===== src/rtl/divider.sv =====
// divider: iterative restoring divider with a signed dividend and an unsigned
// divisor. It produces one quotient bit per clock and applies floored
// semantics, so DIV rounds toward minus infinity and MOD is non-negative.
// It uses the same stall handshake as the shift-add multiplier. The core
// holds div and the operands until stall falls, and then takes quot and rem.
//
// Ports:
//   clk    rising-edge clock
//   rst    synchronous active-high reset; it has priority over div
//   div    divide request, held high by the core for the whole operation
//   stall  high while a division is in progress
//   A      dividend, two's complement; sampled only in the load cycle
//   B      divisor, unsigned; sampled only in the load cycle
//   quot   quotient, two's complement
//   rem    remainder, unsigned, in [0, B)
module divider #(
  parameter int DW = 32
) (
  input  logic          clk,
  input  logic          rst,
  input  logic          div,
  output logic          stall,
  input  logic [DW-1:0] A,
  input  logic [DW-1:0] B,
  output logic [DW-1:0] quot,
  output logic [DW-1:0] rem
);

  localparam int SW = $clog2(DW + 2);
  localparam logic [SW-1:0] S_DONE = SW'(DW + 1);

  // Step counter: 0 = load, 1..DW = iterate, DW+1 = done.
  logic [SW-1:0] s_reg;
  logic [DW:0]   r_reg;
  logic [DW-1:0] q_reg;
  logic [DW-1:0] bq_reg;
  logic          neg_reg;
  logic          bz_reg;

  // Magnitude of the dividend, read as an unsigned value. The most negative
  // value maps onto itself, and that is already its correct magnitude.
  logic [DW-1:0] a_mag;
  assign a_mag = A[DW-1] ? (DW'(0) - A) : A;

  // One restoring step. Shift {R,Q} left, then try to subtract the divisor.
  // The extra top bit of diff is the borrow, and it decides the quotient bit.
  logic [DW:0]   r_sh;
  logic [DW+1:0] diff;
  logic          ge;
  logic [DW:0]   r_next;
  logic [DW-1:0] q_next;

  assign r_sh   = {r_reg[DW-1:0], q_reg[DW-1]};
  assign diff   = {1'b0, r_sh} - {2'b00, bq_reg};
  assign ge     = ~diff[DW+1];
  assign r_next = ge ? diff[DW:0] : r_sh;
  assign q_next = {q_reg[DW-2:0], ge};

  always_ff @(posedge clk) begin
    if (rst) begin
      s_reg   <= '0;
      r_reg   <= '0;
      q_reg   <= '0;
      bq_reg  <= '0;
      neg_reg <= 1'b0;
      bz_reg  <= 1'b0;
    end else if (div) begin
      if (s_reg == '0) begin
        r_reg   <= '0;
        q_reg   <= a_mag;
        bq_reg  <= B;
        neg_reg <= A[DW-1];
        bz_reg  <= (B == '0);
        s_reg   <= SW'(1);
      end else if (s_reg != S_DONE) begin
        r_reg <= r_next;
        q_reg <= q_next;
        s_reg <= s_reg + SW'(1);
      end else begin
        // The done cycle with div still high re-arms the block, so the next
        // cycle is a load with no idle gap.
        s_reg <= '0;
      end
    end else begin
      // Dropping div abandons the operation. The datapath holds, so a
      // finished result stays visible until the next load.
      s_reg <= '0;
    end
  end

  assign stall = div & (s_reg != S_DONE);

  // Sign and floor correction of the unsigned result (q0, r0).
  logic [DW-1:0] r0;
  assign r0 = r_reg[DW-1:0];

  always_comb begin
    quot = q_reg;
    rem  = r0;
    if (bz_reg) begin
      // With a zero divisor every step subtracts nothing. Q ends as all ones
      // and R ends as |A|, so negating R gives back the captured A.
      quot = '1;
      rem  = neg_reg ? (DW'(0) - r0) : r0;
    end else if (neg_reg) begin
      if (r0 == '0) begin
        quot = DW'(0) - q_reg;
        rem  = '0;
      end else begin
        quot = ~q_reg;  // -q0 - 1
        rem  = bq_reg - r0;
      end
    end
  end

endmodule


===== config.mk =====
export PLATFORM = sky130hd
export DESIGN_NAME = divider
export DESIGN_NICKNAME = d
export VERILOG_FILES = /design/src/rtl/divider.sv
export SDC_FILE = /design/constraint.sdc
export NUM_CORES = 1
export LEC_CHECK = 0
export ABC_AREA = 1
export BUFFER_PORTS_ARGS = -buffer_cell sky130_fd_sc_hd__buf_2
export CAP_MARGIN = 40
export CORE_MARGIN = 1.5
export CORE_UTILIZATION = 34
export DETAILED_ROUTE_END_ITERATION = 6
export GPL_ROUTABILITY_DRIVEN = 0
export SYNTH_ARGS = -nofsm -noshare
export SYNTH_HDL_FRONTEND = slang
export SYNTH_SLANG_ARGS = --single-unit
export TNS_END_PERCENT = 50

===== constraint.sdc =====
create_clock -name clk -period 6.15 [get_ports clk]
set_input_delay 0.615 -clock clk [delete_from_list [all_inputs] [get_ports clk]]
set_output_delay 0.615 -clock clk [all_outputs]
set_load 0.02 [all_outputs]

==> reports/qor.txt <==
Layout Skew = 0.00902 ns
I/O Buffers = 131
Vert. Die Dim = 196 um
Crit path largest cell delay = 0.91 ns
Mean Syn Cell Area = 5.59 um2
sequential power share = 30.7%
Critical Path RT = 5.53 ns
grt ovf = 0
Vias/cell = 5.42
via count = 15.3k
Worst-Margin Slew = 0.881 ns
Crit Path Max Fanout = 49
FF+latch area = 0.00208 mm2
Clock Path Buffers = 2
Final nets = 2487
initial antenna violation count = 0
Max Freq = 260 MHz
post-route ant nets = 0
Multi-input gate area = 0.00912 mm2
Avg WL per Cell = 17.5 um
Critical Path AT = 3.23 ns
CP Launch Type = flop
run status = completed
gr busiest metal = met2
CTS resizes = 0
worst hold stages = 2
depth of the worst register-to-register path = 14
CTS clk-pin slew, worst paths = 0.08 ns
Layout area overhead = 10.5%
first-pass GRT wire length = 76300 um
Pleak = 0.00725 uW
post-detail-place hpwl = 39900 um
Comb pwr share = 41.9%
row cnt = 70
met1 GRT Util = 36.4%
largest net degree at the start of global routing = 88
RSZ-0062 raised after global routing = false
Final Hold Fails = 0
root buf cell = clkbuf_16
Slowest-stage cell, CP = dfxtp_2
maximum vdd drop = 0.000140 V
Final WS setup = 2.30 ns
critical path endpoint category = primary output
fin. max-slew vios = 0
final WL = 49300 um
H-tree levels = 3
total track usage = 25.1%
TritonCTS clock tree = yes
final setup fails = 0
Detailed Routing Iterations Pass 1 = 5
filler cell count = 4089
power after layout = 2510 uW
Worst-Skew Late Latency = 0.36 ns
Post-synth EDFFs = 0
CTS Buf Count = 9
crit path buf inv count = 5
Slew headroom = 40.7%
violation count after the first detailed-route iteration = 1862
setup bufs post-CTS = 0
I/O Pins = 132
worst min path class = reg -> reg
Die ar. = 0.0385 mm2
setup tns final = 0 ns
post-layout min period = 3.85 ns
Crit. path cell count = 8
Netlist cell types = 52
Mapped Cells = 2271
internal power = 1460 uW
sequential element share of the synthesized area = 16.4%
DRC viols = 0
Die X = 196 um
ys flop type = dfxtp_1
Final Cycle Share = 62.6%
Core ar. = 0.0367 mm2
CTS sink count = 104
Min Hold Slack = 0.489 ns
clock share of power = 27.4%
met3 Usage GRT = 2.80%
max-cap viol count = 0
M2 GR Usage = 37.8%
Mapped Nets = 2410
synthesized area = 0.0127 mm2
# diodes = 0
Pwr per Cell Area = 179 mW/mm2
most used cell, CP = inv_1
Place WS = 2.73 ns
worst-path cell chain = inv_1 -> buf_4 -> nor2_1 -> inv_1 -> nor2_1 -> inv_1 -> o21ai_0 -> buf_2
Yosys reg bits = 104
Initial Utilization = 34.6%
Net Sw Frac = 41.9%
Sw Pwr = 1050 uW
share of cells above drive strength 1 = 9.74%
Top delay family on crit path = buffers and inverters
vias in the first global route = 14.0k
yosys warns = 0
critical path class = reg -> out
Hold Buf Count CTS = 0
fraction of registers with async set/reset = 0%
## cell type report
type                            instances  share of cell area [%]
Multi-Input combinational cell       1786                    65.0
Timing Repair Buffer                  144                    5.44
Clock inverter                          3                   0.642
Clock buffer                           11                    1.80
Inverter                              303                    8.10
Tap cell                              468                    4.17
Sequential cell                       104                    14.9
## tightest hold or removal path: cells and delay by family (launching register included)
family	cells	cell delay, ns
flip-flops	1	0.33
AND/OR/NAND/NOR	1	0.06
AO/OA/AOI/OAI	1	0.05
## power by group through the flow
stage	registers, uW	clock network [uW]	logic [uW]
floorplan	751	0	752
global placement	780	0	1020
detailed placement	781	0	1030
CTS	765	695	1030
global route	774	716	1170
finish	770	687	1050
## per-stage QoR
stage	area [um2]	std cells	utilization (%)
final	14000	2819	38.2
after global routing	14000	2819	38.2
after CTS	14000	2819	38.2
after detailed placement	13700	2805	37.3
after global placement	13700	2803	37.2
after floorplan	12700	2271	-
## cells by family (layout without fill, tap and decap cells)
family,Yosys count,after routing,share of synthesized area (%)
DFF,104,104,16.4
and+or+nand+nor,1195,1195,40.3
adders and majority gates,72,72,7.21
xor gates and xnor gates,62,62,4.28
AOI/OAI and AO/OA,457,457,20.0
buffers and inverters,381,461,11.8
## synthesized netlist by cell type (4+ instances only)
cell | number | share of area, %
buf_2 | 11 | 0.43
buf_6 | 4 | 0.35
o22ai_1 | 5 | 0.25
buf_4 | 4 | 0.24
ha_1 | 70 | 6.9
clkbuf_1 | 53 | 1.6
o21ai_0 | 142 | 5.6
a22oi_1 | 7 | 0.41
nor4_1 | 12 | 0.59
xnor2_1 | 20 | 1.4
nand3_1 | 183 | 7.2
inv_2 | 10 | 0.30
nand3b_1 | 14 | 0.83
a21oi_1 | 218 | 8.6
or2_2 | 4 | 0.20
a21oi_2 | 11 | 0.76
nand3_2 | 11 | 0.87
inv_1 | 289 | 8.5
o21a_1 | 4 | 0.24
o21ai_1 | 9 | 0.35
nor2_2 | 4 | 0.20
o211ai_1 | 30 | 1.8
dfxtp_1 | 104 | 16
nand2_1 | 667 | 20
nor3_1 | 24 | 0.95
o31ai_1 | 12 | 0.71
nand2_2 | 14 | 0.69
nand4_1 | 31 | 1.5
xor2_1 | 42 | 2.9
and2_1 | 6 | 0.30
buf_1 | 5 | 0.15
nor2_1 | 214 | 6.3
clkinv_1 | 4 | 0.12
a21o_1 | 5 | 0.30
## cell usage in the layout, fill, tap and decap left out, types with 3 or more instances in the layout
master     synthesis  final
a21o_1             5      5
a21oi_1          218    218
a21oi_2           11     11
a22oi_1            7      7
and2_1             6      6
buf_2             11    131
buf_4              4     11
bufinv_16          0      3
clkbuf_16          0      9
clkinv_1           4      4
dfxtp_1          104    102
ha_1              70     70
inv_1            289    289
inv_2             10     10
nand2_1          667    665
nand2_2           14     16
nand3_1          183    183
nand3_2           11     11
nand3b_1          14     14
nand4_1           31     31
nor2_1           214    213
nor2_2             4      5
nor3_1            24     24
nor4_1            12     12
o211ai_1          30     30
o21a_1             4      4
o21ai_0          142    142
o21ai_1            9      9
o21ai_2            3      3
o21bai_1           3      3
o221ai_1           3      3
o22ai_1            5      5
o31ai_1           12     12
or2_2              4      4
xnor2_1           20     20
xor2_1            42     42
## worst paths after layout
kind / slack (ns) / endpoint / from
setup reg to reg: 2.77 / r_reg[5] / r_reg[23]
hold / removal: 0.49 / q_reg[25] / q_reg[25]
hold reg to reg: 0.49 / q_reg[25] / q_reg[25]
setup / recovery: 2.30 / rem[4] / neg_reg
## routing by layer
metal	up-vias	wire length (um)
li1	7558	-
met1	6979	22700
met2	668	20600
met3	74	4300
met4	0	1740
met5	-	0
(Power assumes the default switching activity.)
